`src/rtl/muldiv_pkg.sv`:
```
// Shared types and constants for the iterative multiply/divide sequencer.
package muldiv_pkg;

  localparam int ITER = 32;

  typedef enum logic [1:0] {
    OP_MULT  = 2'b00,
    OP_MULTU = 2'b01,
    OP_DIV   = 2'b10,
    OP_DIVU  = 2'b11
  } op_t;

  typedef enum logic [2:0] {
    S_IDLE,
    S_PREP,
    S_RUN,
    S_FIX,
    S_DONE
  } state_t;

endpackage

```
`src/rtl/muldiv_step.sv`:
```
// One combinational iteration: right-shift shift-add for multiply,
// left-shift restoring subtract for divide, on a {upper, lower} register pair.
module muldiv_step #(
  parameter int WIDTH = 32
) (
  input  logic [2*WIDTH-1:0] pr,
  input  logic [WIDTH-1:0]   opnd,
  input  logic               isDiv,
  output logic [2*WIDTH-1:0] prNext
);

  logic [WIDTH:0] addSum;
  logic [WIDTH:0] shRem;
  logic [WIDTH:0] diff;

  always_comb begin
    addSum = {1'b0, pr[2*WIDTH-1:WIDTH]} + (pr[0] ? {1'b0, opnd} : {(WIDTH+1){1'b0}});
    shRem  = pr[2*WIDTH-1:WIDTH-1];
    // remainder stays below the divisor, so bit WIDTH of diff is a clean borrow
    diff   = shRem - {1'b0, opnd};
    if (isDiv) begin
      if (!diff[WIDTH]) prNext = {diff[WIDTH-1:0], pr[WIDTH-2:0], 1'b1};
      else              prNext = {shRem[WIDTH-1:0], pr[WIDTH-2:0], 1'b0};
    end else begin
      prNext = {addSum, pr[WIDTH-1:1]};
    end
  end

endmodule

```
`src/rtl/muldiv_ctrl.sv`:
```
// MULT/MULTU/DIV/DIVU sequencer owning HI/LO.
// MULDIV_HILO_WRITE_EN adds hi_wr/lo_wr/wdata for MTHI/MTLO while idle.
module muldiv_ctrl
  import muldiv_pkg::*;
#(
  parameter int WIDTH = ITER,
  parameter int CNT_W = 6
) (
  input  logic             clk,
  input  logic             reset,
  input  logic             start,
  input  logic [1:0]       op,
  input  logic [WIDTH-1:0] a,
  input  logic [WIDTH-1:0] b,
`ifdef MULDIV_HILO_WRITE_EN
  input  logic             hi_wr,
  input  logic             lo_wr,
  input  logic [WIDTH-1:0] wdata,
`endif
  output logic             busy,
  output logic             done,
  output logic             div_zero,
  output logic [WIDTH-1:0] hi,
  output logic [WIDTH-1:0] lo
);

  state_t             state, nextState;
  logic [CNT_W-1:0]   cnt;
  op_t                opR;
  logic [2*WIDTH-1:0] pr, prNext;
  logic [WIDTH-1:0]   opnd;
  logic               negLo, negHi, dzR;
  logic               isSigned, isDivR;

  assign isSigned = (opR == OP_MULT) || (opR == OP_DIV);
  assign isDivR   = (opR == OP_DIV)  || (opR == OP_DIVU);

  muldiv_step #(.WIDTH(WIDTH)) uStep (
    .pr     (pr),
    .opnd   (opnd),
    .isDiv  (isDivR),
    .prNext (prNext)
  );

  always_ff @(posedge clk) begin
    if (!reset) state <= S_IDLE;
    else        state <= nextState;
  end

  always_comb begin
    nextState = state;
    busy      = (state != S_IDLE);
    done      = 1'b0;
    div_zero  = 1'b0;
    case (state)
      S_IDLE: if (start) nextState = S_PREP;
      // divide-by-zero spends its one busy cycle here and skips the iterations
      S_PREP: nextState = dzR ? S_DONE : S_RUN;
      S_RUN:  if (cnt == CNT_W'(WIDTH-1)) nextState = S_FIX;
      S_FIX:  nextState = S_DONE;
      S_DONE: begin
        done      = 1'b1;
        div_zero  = dzR;
        nextState = S_IDLE;
      end
      default: nextState = S_IDLE;
    endcase
  end

  always_ff @(posedge clk) begin
    if (!reset) begin
      cnt   <= '0;
      hi    <= '0;
      lo    <= '0;
      pr    <= '0;
      opnd  <= '0;
      opR   <= OP_MULT;
      negLo <= 1'b0;
      negHi <= 1'b0;
      dzR   <= 1'b0;
    end else begin
      case (state)
        S_IDLE: begin
          if (start) begin
            pr   <= {{WIDTH{1'b0}}, a};
            opnd <= b;
            opR  <= op_t'(op);
            dzR  <= op[1] && (b == '0);
          end
`ifdef MULDIV_HILO_WRITE_EN
          if (hi_wr) hi <= wdata;
          if (lo_wr) lo <= wdata;
`endif
        end
        S_PREP: begin
          cnt <= '0;
          if (isSigned && pr[WIDTH-1])   pr[WIDTH-1:0] <= -pr[WIDTH-1:0];
          if (isSigned && opnd[WIDTH-1]) opnd <= -opnd;
          // negLo: product or quotient sign; negHi: remainder follows dividend
          negLo <= isSigned && (pr[WIDTH-1] ^ opnd[WIDTH-1]);
          negHi <= isSigned && pr[WIDTH-1];
        end
        S_RUN: begin
          pr  <= prNext;
          cnt <= cnt + 1'b1;
        end
        S_FIX: begin
          if (isDivR) begin
            lo <= negLo ? -pr[WIDTH-1:0]       : pr[WIDTH-1:0];
            hi <= negHi ? -pr[2*WIDTH-1:WIDTH] : pr[2*WIDTH-1:WIDTH];
          end else begin
            {hi, lo} <= negLo ? -pr : pr;
          end
        end
        default: ;
      endcase
    end
  end

endmodule

```
`config.mk`:
```
export PLATFORM = sky130hd
export DESIGN_NAME = muldiv_ctrl
export DESIGN_NICKNAME = d
export VERILOG_FILES = /design/src/rtl/muldiv_pkg.sv /design/src/rtl/muldiv_step.sv /design/src/rtl/muldiv_ctrl.sv
export SDC_FILE = /design/constraint.sdc
export NUM_CORES = 1
export LEC_CHECK = 0
export CAP_MARGIN = 20
export CORE_MARGIN = 5
export CORE_UTILIZATION = 30
export CTS_CLUSTER_SIZE = 24
export DETAILED_ROUTE_END_ITERATION = 6
export GPL_ROUTABILITY_DRIVEN = 0
export SLEW_MARGIN = 20
export SYNTH_ARGS = -nofsm -noshare
export SYNTH_HDL_FRONTEND = slang
export SYNTH_HIERARCHICAL = 1
export SYNTH_SLANG_ARGS = --single-unit
```
`constraint.sdc`:
```
create_clock -name clk -period 3.3 [get_ports clk]
set_input_delay 0.825 -clock clk [delete_from_list [all_inputs] [get_ports clk]]
set_output_delay 0.825 -clock clk [all_outputs]
set_load 0.005 [all_outputs]
```
==> impl_metrics.toml <==
[status]
run_status = "finished clean"

[worst_setup_path]
cp.arrival_ns = 3.50
cp_slowest_cell = "ha_1"
start_kind = "flip-flop"
worstSetupPathType = "flip-flop to flip-flop"
critPathCaptureType = "flip-flop"
cp.required_ns = 3.63
cp_max_fo = 19
crit_top_cell = "nor2_1"
cpPeakStageDelay_ns = 0.36
crit_chain = "buf_12, and2_1, ha_1, o21ai_0, a211oi_1, a21oi_2, a21oi_1, a2111oi_4, nor2_1, a31oi_1, xor2_1, mux2i_1, a22oi_1, nor2_1"

[timing]
setup_viol = 0
fmax_ghz = 0.3158
fin_crit_ns = 3.166
setup_slack_ns = 0.1337
tightest_slew_ns = 0.6878
fin_crit_sh_pct = 95.95
finClkSkew_ns = 0.01997
relSlewSlack_pct = 53.73
slew_violations = 0
rsz0062_at_grt = "yes"
finalHoldViolCount = 0

[floorplan]
die_h_um = 227.5
core_mm2 = 0.04665
ios = 136
num_rows = 79
start_util_pct = 30.43
die_area_mm2 = 0.05177
die_w_um = 227.5

[synth]
yosysWarnings = 6
yosysUniqueCellTypes = 91
yosys_most_used_dff = "dfxtp_1"
synth_edf_count = 0
synth_nets = 2043
synthCells = 1904
synth_area_mm2 = 0.01419
yosysSeqAreaShare_pct = 24.54
async_flop_share_pct = 0
ys_ff_latch = 174
avgSynthCellArea_um2 = 7.455

[power]
leakagePower_nw = 6.997
p_per_area_mw_per_mm2 = 382.2
totalPowerFinal_w = 0.006830
ir_drop_mv = 0.2202

[placement]
dp_hpwl_mm = 40.13
dp_slack_ns = -0.06270
io_buffers = 135

[drt]
avgRoutedWirePerCell_um = 19.74
first_pass_iters = 6
drc = 0
num_vias = 15750
postRouteWirelength_mm = 53.44
drt_iter0_drc = 1720
drt-vias-per-instance = 5.819
ant_nets = 0

[finish]
fillers = 4848
drive_gt1_share_pct = 13.52
diodes = 0
layout.nets = 2226
regArea_mm2 = 0.003492
area_delta_synth_final_pct = 25.89
multiInputGateArea_mm2 = 0.01013

[clocking]
cts_tree = "yes"
clk_latency_ns = 0.46
clockBufferDepth = 2
cts_root_buffer = "clkbuf_16"
clkSinkCount = 174
h-tree-depth = 4
ctsHoldBuffers = 0
cts_buffers = 17
cts.reportedPaths.clkPinSlew_ns = 0.08

[grt]
grt_pass1_vias = 14530
antenna_found_initial = 3
overflow = 0
grt_max_degree = 85
grt_use_total_pct = 19.62
grt_pass1_wl_mm = 81.98

[flow_run]
drv_cap = 0

[min_path]
hold_path_class = "flip-flop to flip-flop"
==> final timing paths <==
check | start | cells past startpoint | slack (ns) | to
setup / recovery | pr[0] | 14 | 0.13 | pr[56]
hold / removal | hi[29] | 2 | 0.46 | hi[29]
setup reg to reg | pr[0] | 14 | 0.13 | pr[56]
hold reg to reg | hi[29] | 2 | 0.46 | hi[29]
==> cells in the final DEF, fill, tap and decap left out, types with 19 or more instances in the layout <==
master / instances
a211oi_1: 40
a21o_1: 36
a21oi_1: 142
a22oi_1: 76
a31oi_1: 49
and2_1: 44
and3_1: 24
buf_4: 141
clkdlybuf4s50_1: 134
dfxtp_1: 169
ha_1: 67
inv_1: 62
mux2_2: 32
mux2i_1: 21
nand2_1: 162
nand2b_1: 21
nand3_1: 68
nand4_1: 24
nor2_1: 188
nor3_1: 50
nor4_1: 19
o21ai_0: 106
o31ai_1: 25
xnor2_1: 44
xor2_1: 52
==> cell type report <==
type / count / share of cell area [%]
multi-input combinational: 1539 / 56.69
sequential: 174 / 19.54
timing repair buffer: 291 / 14.93
inverter: 64 / 1.358
tap: 607 / 4.250
clock inverter: 13 / 0.7562
clock buffer: 19 / 2.479
==> cell families after synthesis <==
group | synth area share [%]
AOI/OAI and AO/OA | 29.35
xor gates and xnor gates | 6.232
adders and majority gates | 6.276
buffers and inverters | 5.289
DFF | 24.54
muxes | 4.090
and+or+nand+nor | 24.22
==> repair_timing <==
action / 4_1_cts / 5_1_grt
pin swaps: 3 / 12
cloned: 1 / 2
setup endpoints to repair: 27 / 33
resized for setup: 6 / 25
setup buffers: 4 / 3
==> critical path, delay by kind of cell (launching register included) <==
kind / cells / cell delay [ns]
AOI/OAI and AO/OA: 7 / 1.54
xor gates and xnor gates: 1 / 0.19
adders and majority gates: 1 / 0.36
buffers and inverters: 1 / 0.16
DFF: 1 / 0.35
muxes: 1 / 0.10
and+or+nand+nor: 3 / 0.33
==> where the power goes <==
| part | switching [W] | internal [W] |
|---|---|---|
| logic | 0.00139 | 0.000983 |
| clock network | 0.00100 | 0.00108 |
| registers | 0.000165 | 0.00221 |
==> metal layers <==
metal / global-route usage, % / up-vias / wire, µm / share of wire, %
met5: 0 / - / 13 / 0.024
met4: 4.919 / 2 / 1118 / 2.1
met3: 3.611 / 81 / 4624 / 8.7
met2: 29.13 / 735 / 22900 / 43
met1: 29.26 / 7492 / 24780 / 46
li1: - / 7441 / - / -
==> registers in the layout, indices dropped and copies added, names as in the netlist <==
name / count
hi: 32
opnd: 32
lo: 32
cnt: 6
opR: 2
state: 3
negLo: 1
dzR: 1
pr: 64
negHi: 1
==> synth_stat cells, types with 19 or more instances <==
cell | count | area, µm²
nor4_1 | 19 | 118.9
xor2_1 | 52 | 455.4
nand4_1 | 24 | 150.1
nor2_1 | 189 | 709.4
and3_1 | 24 | 150.1
nand2_1 | 162 | 608.1
a21o_1 | 36 | 270.3
a31oi_1 | 49 | 306.5
a21oi_1 | 146 | 730.7
xnor2_1 | 44 | 385.4
inv_1 | 63 | 236.5
nor3_1 | 51 | 255.2
nand2b_1 | 22 | 137.6
o31ai_1 | 25 | 187.7
nand3_1 | 68 | 340.3
ha_1 | 68 | 850.8
mux2_2 | 32 | 360.4
and2_1 | 45 | 281.5
dfxtp_1 | 174 | 3483
clkbuf_1 | 108 | 405.4
o21ai_0 | 107 | 535.5
a211oi_1 | 42 | 315.3
a22oi_1 | 76 | 570.6
mux2i_1 | 22 | 220.2
==> through the flow <==
stage | TNS [ns] | instances | util, % | hold WS [ns] | instance area, µm²
after floorplan | 0 | 1904 | - | 0.4363 | 14190
after global placement | -0.02192 | 2665 | 36.47 | 0.4437 | 17010
after detailed placement | -0.4391 | 2665 | 36.47 | 0.4503 | 17010
after CTS | 0 | 2702 | 37.95 | 0.4601 | 17710
after global routing | -0.08222 | 2707 | 38.30 | 0.4694 | 17870
final | 0 | 2707 | 38.30 | 0.4599 | 17870
(Power assumes the default switching activity.)
